[config.mk]
export PLATFORM = sky130hd
export DESIGN_NAME = bank_xbar_rtn_arb
export DESIGN_NICKNAME = d
export VERILOG_FILES = /design/src/rtl/bank_xbar_rtn_arb.sv
export SDC_FILE = /design/constraint.sdc
export NUM_CORES = 1
export LEC_CHECK = 0
export CAP_MARGIN = 10
export CORE_AREA = 2 2 276 278
export CTS_BUF_LIST = sky130_fd_sc_hd__clkbuf_8
export DETAILED_ROUTE_END_ITERATION = 7
export DIE_AREA = 0 0 278 280
export HOLD_SLACK_MARGIN = 0.03
export PLACE_DENSITY = 0.49
export SLEW_MARGIN = 20
export SYNTH_ARGS = -nofsm -noshare
export SYNTH_HDL_FRONTEND = slang
export SYNTH_SLANG_ARGS = --single-unit
[constraint.sdc]
create_clock -name clk_i -period 8.6 [get_ports clk_i]
set_input_delay 0.86 -clock clk_i [delete_from_list [all_inputs] [get_ports clk_i]]
set_output_delay 0.86 -clock clk_i [all_outputs]
set_load 0.05 [all_outputs]
[src/rtl/bank_xbar_rtn_arb.sv]
// Round-robin return arbiter: shares one xbar return port between NUM_BANK bank SRAM controllers,
// gated by per-channel credits, with a registered output beat. Optional macro: BANK_XBAR_RTN_ARB_PERF_EN.
module bank_xbar_rtn_arb #(
    parameter int NUM_BANK   = 4,
    parameter int DATA_W     = 128,
    parameter int CREDIT_MAX = 4
) (
    input  logic                        clk_i,
    input  logic                        rst_i,
    input  logic [NUM_BANK-1:0]         bank_xbar_valid_i,
    output logic [NUM_BANK-1:0]         bank_xbar_ready_o,
    input  logic [2*NUM_BANK-1:0]       bank_xbar_ch_id_i,
    input  logic [3*NUM_BANK-1:0]       bank_xbar_rob_num_i,
    input  logic [DATA_W*NUM_BANK-1:0]  bank_xbar_data_i,
    output logic                        xbar_rtn_valid_o,
    input  logic                        xbar_rtn_ready_i,
    output logic [1:0]                  xbar_rtn_ch_id_o,
    output logic [2:0]                  xbar_rtn_rob_num_o,
    output logic [$clog2(NUM_BANK)-1:0] xbar_rtn_bank_id_o,
    output logic [DATA_W-1:0]           xbar_rtn_data_o,
    input  logic [2:0]                  xbar_credit_rtn_i,
    output logic                        arb_err_o,
    output logic [15:0]                 perf_stall_cnt_o
);
    localparam int              BW          = $clog2(NUM_BANK);
    localparam int              NUM_CH      = 3;
    localparam logic [3:0]      CREDIT_FULL = 4'(CREDIT_MAX);
    localparam logic [BW-1:0]   LAST_BANK   = BW'(NUM_BANK - 1);

    // Registered state
    logic [BW-1:0]     r_rr_ptr;
    logic [3:0]        r_credit [NUM_CH];
    logic              r_out_valid;
    logic [1:0]        r_out_ch;
    logic [2:0]        r_out_rob;
    logic [BW-1:0]     r_out_bank;
    logic [DATA_W-1:0] r_out_data;
    logic              r_err;

    // Combinational decode
    logic [1:0]          w_ch [NUM_BANK];
    logic [NUM_BANK-1:0] w_legal;
    logic [NUM_BANK-1:0] w_elig;
    logic [3:0]          w_has_credit;
    logic                w_ch3_req;
    logic                w_gnt_found;
    logic [BW-1:0]       w_gnt_idx;
    logic                w_slot_free;
    logic                w_grant;
    logic [1:0]          w_sel_ch;
    logic [2:0]          w_sel_rob;
    logic [DATA_W-1:0]   w_sel_data;
    logic [NUM_CH-1:0]   w_cr_inc;
    logic [NUM_CH-1:0]   w_cr_dec;
    logic                w_overflow;

    // NOTE: every always_comb output gets a default before any conditional update, so no latch is inferred.
    always_comb begin
        w_has_credit = 4'b0000;
        for (int c = 0; c < NUM_CH; c++) begin
            w_has_credit[c] = (r_credit[c] != 4'd0);
        end
        w_ch3_req = 1'b0;
        for (int b = 0; b < NUM_BANK; b++) begin
            w_ch[b]    = bank_xbar_ch_id_i[2*b +: 2];
            w_legal[b] = bank_xbar_valid_i[b] && (w_ch[b] != 2'd3);
            // Channel 3 has no credit counter, so w_has_credit[3] stays 0 and it is never eligible.
            w_elig[b]  = w_legal[b] && w_has_credit[w_ch[b]];
            w_ch3_req  = w_ch3_req | (bank_xbar_valid_i[b] && (w_ch[b] == 2'd3));
        end
    end

    always_comb begin
        w_gnt_found = 1'b0;
        w_gnt_idx   = '0;
        for (int k = 0; k < NUM_BANK; k++) begin
            if (!w_gnt_found && w_elig[(int'(r_rr_ptr) + k) % NUM_BANK]) begin
                w_gnt_found = 1'b1;
                w_gnt_idx   = BW'((int'(r_rr_ptr) + k) % NUM_BANK);
            end
        end
    end

    assign w_slot_free       = !r_out_valid || xbar_rtn_ready_i;
    assign w_grant           = rst_i && w_slot_free && w_gnt_found;
    assign bank_xbar_ready_o = w_grant ? (NUM_BANK'(1) << w_gnt_idx) : '0;

    assign w_sel_ch   = bank_xbar_ch_id_i[2*int'(w_gnt_idx) +: 2];
    assign w_sel_rob  = bank_xbar_rob_num_i[3*int'(w_gnt_idx) +: 3];
    assign w_sel_data = bank_xbar_data_i[DATA_W*int'(w_gnt_idx) +: DATA_W];

    // A return that coincides with a grant on the same channel nets to zero and is never an overflow.
    always_comb begin
        w_cr_inc   = xbar_credit_rtn_i;
        w_cr_dec   = '0;
        w_overflow = 1'b0;
        for (int c = 0; c < NUM_CH; c++) begin
            w_cr_dec[c] = w_grant && (w_sel_ch == 2'(c));
            w_overflow  = w_overflow
                        | (w_cr_inc[c] && !w_cr_dec[c] && (r_credit[c] == CREDIT_FULL));
        end
    end

    // NOTE: state updates use non-blocking assignments so every flop samples pre-edge values.
    always_ff @(posedge clk_i) begin
        if (!rst_i) begin
            for (int c = 0; c < NUM_CH; c++) begin
                r_credit[c] <= CREDIT_FULL;
            end
        end else begin
            for (int c = 0; c < NUM_CH; c++) begin
                if (w_cr_inc[c] && !w_cr_dec[c]) begin
                    if (r_credit[c] != CREDIT_FULL) begin
                        r_credit[c] <= r_credit[c] + 4'd1;
                    end
                end else if (w_cr_dec[c] && !w_cr_inc[c]) begin
                    r_credit[c] <= r_credit[c] - 4'd1;
                end
            end
        end
    end

    always_ff @(posedge clk_i) begin
        if (!rst_i) begin
            r_rr_ptr <= '0;
            r_err    <= 1'b0;
        end else begin
            if (w_grant) begin
                r_rr_ptr <= (w_gnt_idx == LAST_BANK) ? '0 : w_gnt_idx + 1'b1;
            end
            r_err <= r_err | w_overflow | w_ch3_req;
        end
    end

    // NOTE: the payload flops are reset as well because their zero reset value is visible on the port.
    always_ff @(posedge clk_i) begin
        if (!rst_i) begin
            r_out_valid <= 1'b0;
            r_out_ch    <= '0;
            r_out_rob   <= '0;
            r_out_bank  <= '0;
            r_out_data  <= '0;
        end else if (w_grant) begin
            r_out_valid <= 1'b1;
            r_out_ch    <= w_sel_ch;
            r_out_rob   <= w_sel_rob;
            r_out_bank  <= w_gnt_idx;
            r_out_data  <= w_sel_data;
        end else if (xbar_rtn_ready_i) begin
            r_out_valid <= 1'b0;
        end
    end

    assign xbar_rtn_valid_o   = r_out_valid;
    assign xbar_rtn_ch_id_o   = r_out_ch;
    assign xbar_rtn_rob_num_o = r_out_rob;
    assign xbar_rtn_bank_id_o = r_out_bank;
    assign xbar_rtn_data_o    = r_out_data;
    assign arb_err_o          = r_err;

`ifdef BANK_XBAR_RTN_ARB_PERF_EN
    logic [15:0] r_perf_cnt;
    logic        w_credit_stall;

    // Some legal request is waiting and none is eligible: the only blocker is zero credit.
    assign w_credit_stall = (|w_legal) && !(|w_elig);

    always_ff @(posedge clk_i) begin
        if (!rst_i) begin
            r_perf_cnt <= 16'h0000;
        end else if (w_credit_stall && (r_perf_cnt != 16'hFFFF)) begin
            r_perf_cnt <= r_perf_cnt + 16'd1;
        end
    end

    assign perf_stall_cnt_o = r_perf_cnt;
`else
    assign perf_stall_cnt_o = 16'h0000;
`endif

endmodule
==> Word level (Yosys, flattened, before mapping) <==
Memory sizes are Yosys's and may differ from the RTL's.
Index checks and enable logic that the tools add are counted.
{ "totals": {"mem_bits_ro": 0, "regBits": 139, "out_inout_bits": 157, "elab_cells": 174, "inputBits": 542, "n_memories": 1, "ram_bits": 12, "latchBits": 0} }
{ "classes": {"n_div": 0, "shift": 4, "reduce_logical": 48, "bitwise": 16, "n_mul": 1, "mux": 62, "order_cmp": 8, "add_sub_neg": 10, "n_eq_ne": 17} }
{ "memory_table": {"columns": ["name", "words", "width", "rd", "rd_ports_with_merged_regs", "write_ports", "line_no", "rtl"], "rows": [
  ["r_credit", 3, 4, 3, 0, 3, "32", "logic [3:0] r_credit [NUM_CH];"]
]} }
{ "ops": {"columns": ["cell", "count"], "rows": [
  ["512-bit by 10-bit indexed part select with 128-bit output", 1],
  ["1-bit 2-to-1 mux", 42],
  ["1-bit logical AND", 29],
  ["4-bit 2-to-1 mux", 7],
  ["1-bit binary-select mux with 2-bit select", 8],
  ["2-bit by 3-bit < comparator with 1-bit output, second input constant", 5],
  ["1-bit bitwise OR", 13],
  ["4-bit by 1-bit adder with 4-bit output, second input constant", 3],
  ["2-bit == test, second input constant", 6],
  ["4-bit by 3-bit == test with 1-bit output, second input constant", 3],
  ["3-bit by 4-bit < comparator with 1-bit output, second input constant", 3],
  ["4-bit by 3-bit inequality test with 1-bit output, second input constant", 3],
  ["4-bit nonzero test", 3],
  ["12-bit by 5-bit indexed part select with 3-bit output", 1],
  ["4-bit by 1-bit subtractor with 4-bit output, second input constant", 3],
  ["1-bit zero test", 10],
  ["2-bit 2-to-1 mux", 5],
  ["2-bit inequality test, second input constant", 4],
  ["8-bit by 4-bit indexed part select with 2-bit output", 1],
  ["2-bit OR reduction", 3],
  ["2-bit by 1-bit adder with 2-bit output, second input constant", 2],
  ["2-bit adder, second input constant", 2],
  ["2-bit by 2-bit multiplier with 4-bit output, first input constant", 1],
  ["1-bit by 2-bit << shifter with 4-bit output, first input constant", 1],
  ["5 further kinds", 7]
]} }

==> Logic depth before layout (Yosys ltp) <==
Gate-level depths: netlist of the first run.
An unclocked memory read counts as a cell.
{ "depth": {"depth_word": 27, "depth_mapped": 17, "mapped_depth_nobuf": 17} }

==> Least setup slack after synthesis of the first run <==
OpenSTA, ideal clock, no wires.
{ "synth_timing": {"path_type": "register -> output", "from": "memory r_credit[2][0]", "to": "output bank_xbar_ready_o[2]", "arrival_time_ps": 3409, "path_slack_ps": 4331, "required_time_ps": 7740, "path_buffers": 3, "path_stages_with_launch": 14, "path_cell_list": "edfxtp_1 -> inv_1 -> ha_1 -> nor2b_1 -> a221oi_1 -> o21a_1 -> o311ai_1 -> nand2_2 -> inv_2 -> clkbuf_1 -> clkbuf_1 -> clkbuf_1 -> ha_1 -> and3_1"} }
{ "synth_rtl": {"columns": ["item", "line_no", "rtl"], "rows": [
  ["start: declaration", "32", null],
  ["end: declaration", "11", "output logic [NUM_BANK-1:0] bank_xbar_ready_o,"]
]} }

==> parameters.txt, run 1 <==
Parameter                              Value

Detailed routing
  DR pass1 iterations    5
  Antenna Violating Nets Remaining    0
  Via Count    12600
  Overall routed net length    53900 µm
  Detailed Route Iter0 Violations    586
  Residual DRC count    0
  Number of vias per cell after detailed routing    between 3 and 4
  Mean routed wirelength per cell    around 17 µm

Yosys
  Yosys warnings    0
  Yosys cell types    63
  Mapped Cells    between 1500 and 2000
  Post-synthesis sequential area ratio    31.2%
  Post-Syn Area    slightly above 0.01 mm²
  Share of the synthesized area in the top cell type    27.6%
  Most frequently used flop master after synthesis    dfxtp_1
  Mapped Avg Cell Area    6.09 µm²
  Most repeated cell in the gate-level netlist after synthesis    nand2_1
  Largest cells by area after synthesis    dfxtp_1 28%, nand2_1 25%, nand3_1 14%, o21ai_0 13%, clkbuf_1 4.8%
  Number of flops mapped to enable cells by yosys    12
  Share of flip-flops with an asynchronous set or reset    0%
  Number of flip-flops and latches in the synthesized netlist    151
  Most area-hungry cell type in the Yosys netlist    dfxtp_1
  Top cell types by occurrence after synthesis    675 x nand2_1, 274 x nand3_1, 265 x o21ai_0, 139 x dfxtp_1, 128 x clkbuf_1

Finish
  End-of-flow core utilization    24.0%
  Final instance area    0.0181 mm²
  Non-filler cells in the finished layout    3220
  Area grow syn2layout    79.5%
  Final layout net count    between 2000 and 3000
  Share of final-layout standard cells stronger than drive strength 1    just under 3%

Critical path
  WP data required    7740 ps
  Worst Path Class, Setup    flop to output port
  CP cell instances    inv_1 -> ha_1 -> nor2b_1 -> a221oi_2 -> o2111ai_1 -> o221a_2 -> nand3_4 -> inv_8 -> ha_1 -> and3_1 -> clkdlybuf4s50_1
  Category of the worst setup path capture point    output port
  CP arrival    5080 ps
  Buffering stage count on the worst path with inverters included    3
  Setup crit start    r_credit[2][0]
  Maximum fanout along the worst path    around 110
  Cell with the largest stage delay on the worst path    clkdlybuf4s50_1
  Number of cells on the critical path    11
  Critical path startpoint category    flop
  Reg2Reg Launch Point    r_credit[2][0]
  Worst R2R Path Depth    17
  Crit path largest cell delay    between 700 and 800 ps
  Most frequent cell on the critical path    ha_1
  Cell type group with the largest total delay on the critical path    buffers and inverters

Global routing
  Total gr overflow    0
  Number of global-route vias before repair    12100
  Combined global-route utilization of all metal layers    13.3%
  Wire length of the first global-routing pass    approximately 78000 µm
  Number of antenna violations at the first check in global routing    2
  Maximum number of pins on one net before global-route repair    110

Clock tree
  Count of H-tree levels built during CTS    4
  Hold-fix buffer count after cts    0
  # resized after CTS    0
  Sink count of the clock tree    151
  Clock-pin slew of the registers on the worst-case setup and hold paths    ~100 ps
  Cts bufs inserted    17
  CTS tree    yes
  Clock buffer depth    2
  Clk root buf    clkbuf_8
  Post-CTS setup buffer count    0
  Clock Latency Late Sink    530 ps

Timing
  Portion of the clock cycle consumed by the worst path in the final layout    69.0%
  Max-slew violation count    0
  Post-Route Skew    17.1 ps
  Final critical-path setup slack    2660 ps
  Highest attainable clock frequency    ~170 MHz
  Final TNS setup    0 ps
  Hold violation total from the final report    0
  Final setup violating endpoints    0
  Hold WS    457 ps
  Pin slew with the least headroom to its limit    998 ps
  Setup repair after global routing missed its margin    false
  Slew Limit Headroom    ~33%
  Final critical path time including I/O delays and setup    just under 6000 ps

Job
  Count of maximum capacitance violations    0

Placement
  Input/output buffers    between 600 and 700
  Placed Instances    3187
  Setup slack after placement    2660 ps
  Routability congestion estimate from global placement    0.847
  HPWL after detailed placement    40900 µm
  Instance area at placement    0.0177 mm²

Floorplan
  Top-Level Pins    699
  Placeable core region    around 0.075 mm²
  Die Height    280 µm
  Die Footprint    slightly below 0.08 mm²
  Number of cell rows    between 100 and 150
  Die span in x    278 µm
  Starting density of the core    between 10% and 20%

Hold path
  Worst hold stages    2
  Class of the most critical hold timing path    flop to flop
  Source of the worst hold timing path    xbar_rtn_bank_id_o[1]

Power and ir drop
  Total power consumption of the routed design    ~4.5 mW
  Peak supply drop    87.5 µV
  Cell area power density    249 mW/mm²
  Static leakage    7.18 nW

Outcome
  Status    completed
-- state kept, by name, summed over array words and instances (netlist names) --
name,count
xbar_rtn_data_o,128
xbar_rtn_valid_o,1
xbar_rtn_rob_num_o,3
arb_err_o,1
xbar_rtn_bank_id_o,2
r_rr_ptr,2
xbar_rtn_ch_id_o,2
r_credit,12
-- routing by layer --
| layer | wire length [µm] | GRT usage [%] |
|---|---|---|
| met1 | 23000 | 16.1 |
| met2 | 27000 | 23.1 |
| met3 | 3170 | 3.89 |
| met4 | 681 | 3.33 |
| met5 | 8 | 0 |
-- cell families after synthesis --
kind of cell    after synthesis  synth area share [%]
flops                       151                  31.2
compound gates              316                  17.7
other cells                   1                0.0372
buf+inv                     170                  6.96
simple gates                994                  41.7
xor+xnor                      7                 0.609
mux                           1                 0.149
fa+ha+maj                    12                  1.64
-- worst min-delay path, delay by kind of cell, from the launching register on --
kind | cells | cell delay, ps
flip-flops | 1 | 310
AND/OR/NAND/NOR | 2 | 100
-- cells in the final DEF (no fill, tap or decap), types with 4 or more instances in the layout --
| master | netlist | layout |
|---|---|---|
| a21boi_0 | 4 | 4 |
| clkdlybuf4s50_1 | 0 | 681 |
| ha_1 | 10 | 10 |
| xnor2_1 | 4 | 4 |
| nand4_1 | 4 | 4 |
| nand3_1 | 274 | 274 |
| conb_1 | 1 | 16 |
| edfxtp_1 | 12 | 12 |
| o21a_1 | 4 | 4 |
| inv_1 | 17 | 20 |
| nor3_1 | 7 | 7 |
| a21oi_1 | 5 | 5 |
| nor2b_1 | 6 | 6 |
| clkbuf_8 | 0 | 20 |
| o21ai_0 | 265 | 265 |
| dfxtp_1 | 139 | 139 |
| buf_4 | 16 | 11 |
| and3_1 | 5 | 5 |
| nor2_1 | 8 | 8 |
| nand2_1 | 675 | 674 |
-- path summary, 6_finish.rpt --
check	end	slack, ps
max	bank_xbar_ready_o[3]	2660
min	xbar_rtn_bank_id_o[1]	460
max reg2reg	r_credit[0][3]	3120
min reg2reg	xbar_rtn_bank_id_o[1]	460
-- cell type report --
class | count | area [µm²]
Clock buffer | 20 | 275
Multi-Input combinational cell | 1346 | 6290
Tap cell | 978 | 1220
Inverter | 19 | 86.3
Fill cell | 8480 | 57100
Sequential cell | 151 | 3140
Clock inverter | 11 | 133
Timing Repair Buffer | 693 | 6910
Antenna cell | 2 | 5.00
-- report_power, final --
part,total [mW],leakage [nW],internal (mW),switching (mW)
clock network,0.624,0.218,0.304,0.320
logic,2.79,5.69,0.943,1.84
registers,1.10,1.28,0.948,0.148
total,4.51,7.18,2.19,2.31
Note: power is estimated with default switching activity, not from simulation.
==> run 2: changes to the inputs <==
PLACE_DENSITY = 0.5   (was 0.49)
clock period = 5.11 ns   (was 8.6 ns; I/O delays follow)
==> run 2 against run 1 <==
Compared with the run above:
- power rose by 70%
- hold slack got worse by 170 ps
- die area did not move
- critical path type is now flop to flop
- via count rose by 0.38%
==> parameters.txt, run 2 (synthesis results as in run 1) <==
Parameter                              Value

Timing
  Highest attainable clock frequency    216 MHz
  Post-Route Skew    24.7 ps
  Max-slew violation count    0
  Final critical path time including I/O delays and setup    4630 ps
  Pin slew with the least headroom to its limit    1050 ps
  Hold violation total from the final report    0
  Setup repair after global routing missed its margin    false
  Final setup violating endpoints    0
  Final TNS setup    0 ps
  Slew Limit Headroom    between 20 and 30%
  Portion of the clock cycle consumed by the worst path in the final layout    between 90% and 100%
  Final critical-path setup slack    480 ps

Critical path
  Category of the worst setup path capture point    flop
  Cell type group with the largest total delay on the critical path    compound AO/OA/AOI/OAI gates
  CP arrival    4910 ps
  Cell with the largest stage delay on the worst path    or4_4
  CP cell instances    inv_1 -> ha_1 -> nor2b_1 -> buf_4 -> a221oi_1 -> o21a_1 -> o311ai_1 -> nand2_2 -> inv_8 -> or4_4 -> o2bb2a_1 -> nor2b_1 -> ha_1 -> a21o_1 -> a21oi_1 -> xnor2_1 -> xnor2_1 -> nor2_1
  Crit path largest cell delay    between 500 and 600 ps
  Worst Path Class, Setup    flop to flop
  Buffering stage count on the worst path with inverters included    3
  WP data required    5390 ps
  Maximum fanout along the worst path    49
  Critical path startpoint category    flop

Finish
  Final layout net count    2785
  Area grow syn2layout    80.3%
  Flip-flop count of the largest register, all copies and words added    128
  Count of fill cells added during filler insertion    ~8400
  Share of final-layout standard cells stronger than drive strength 1    between 3 and 4%
  Most frequent cells in the layout    679 x clkdlybuf4s50_1, 674 x nand2_1, 274 x nand3_1
  Most frequent standard cell in the layout excluding fill and tap cells    clkdlybuf4s50_1
  Non-filler cells in the finished layout    3227

Clock tree
  Cts bufs inserted    17
  Post-CTS setup buffer count    0
  Sink count of the clock tree    151
  Count of H-tree levels built during CTS    4
  Clock buffer depth    2
  # resized after CTS    0
  Clock-pin slew of the registers on the worst-case setup and hold paths    around 100 ps
  Clock Latency Late Sink    around 540 ps
  Clk root buf    clkbuf_8
  Hold-fix buffer count after cts    0
  CTS tree    yes

Floorplan
  Die Footprint    0.0778 mm²
  Number of cell rows    101
  Top-Level Pins    699
  Placeable core region    0.0752 mm²
  Die span in x    278 µm
  Starting density of the core    13.4%
  Die Height    280 µm

Detailed routing
  Via Count    ~13000
  Antenna Violating Nets Remaining    0
  Mean routed wirelength per cell    17.0 µm
  Detailed Route Iter0 Violations    613
  DR pass1 iterations    5
  Residual DRC count    0
  Number of vias per cell after detailed routing    ~3.9
  Overall routed net length    54800 µm

Power and ir drop
  Cell area power density    423 mW/mm²
  Peak supply drop    about 200 µV
  Static leakage    between 7 and 8 nW
  Total power consumption of the routed design    7.67 mW

Hold path
  Class of the most critical hold timing path    input pin to flop

Global routing
  Maximum number of pins on one net before global-route repair    140
  Number of global-route vias before repair    12300
  Combined global-route utilization of all metal layers    ~14%
  Total gr overflow    0
  Wire length of the first global-routing pass    approximately 79000 µm
  Number of antenna violations at the first check in global routing    5

Outcome
  Status    completed

Placement
  Input/output buffers    682
  Routability congestion estimate from global placement    0.829
  Setup slack after placement    423 ps
  HPWL after detailed placement    41700 µm
  Placed Instances    3190

Job
  Count of maximum capacitance violations    0
[run 2: cell types whose count changed in the layout (fill, tap and decap cells not counted)]
cell             delta
buf_12              +5
clkinv_4            +1
clkdlybuf4s50_1     -2
inv_6               +2
clkinv_1            +1
diode_2             +3
clkbuf_8            -3
[run 2: area by class of cell]
class	count	area, µm²	share of cell area (%)
Inverter	19	86.3	0.476
Multi-Input combinational cell	1346	6290	34.7
Tap cell	978	1220	6.74
Sequential cell	151	3140	17.3
Antenna cell	5	12.5	0.0689
Clock buffer	17	234	1.29
Timing Repair Buffer	696	6990	38.5
Clock inverter	15	163	0.896
[run 2: worst register-to-register path, stage by stage, from the launching register on]
cell      delay, ps
edfxtp_1        460
inv_1            70
ha_1            220
nor2b_1         130
buf_4           170
a221oi_1        280
o21a_1          290
o311ai_1        170
nand2_2         210
inv_8           140
or4_4           580
o2bb2a_1        310
nor2b_1         350
ha_1            300
a21o_1          170
a21oi_1         170
xnor2_1         150
xnor2_1         140
nor2_1           50
[run 2: per-layer routing]
| metal | vias to the layer above | share of wire [%] | GRT usage (%) |
|---|---|---|---|
| met1 | 5658 | 45 | 17.5 |
| met3 | 33 | 5.1 | 3.30 |
| met2 | 319 | 49 | 22.8 |
| li1 | 6655 | - | - |
| met5 | - | 0.024 | 0 |
| met4 | 2 | 1.5 | 3.78 |
[run 2: per-stage QoR]
step                      util (%)  hold slack, ps  instance area, µm²
after global placement        23.6             445               17700
after detailed placement      23.6             446               17700
final                         24.1             289               18100
after CTS                     24.1             172               18100
after floorplan                  -             444               10100
after global routing          24.1             209               18100
[run 2: path summary, 6_finish.rpt]
| path | start | to | slack, ps | cells past startpoint |
|---|---|---|---|---|
| setup / recovery | r_credit[2][0] | r_credit[0][3] | 480 | 18 |
| hold / removal | rst_i | xbar_rtn_valid_o | 290 | 2 |
| setup reg to reg | r_credit[2][0] | r_credit[0][3] | 480 | 18 |
| hold reg to reg | xbar_rtn_bank_id_o[1] | xbar_rtn_bank_id_o[1] | 460 | 2 |
[run 2: report_power, final]
part	internal [mW]	switching (mW)	total, mW
combinational	1.63	3.17	4.80
sequential	1.60	0.251	1.85
clock	0.477	0.550	1.03
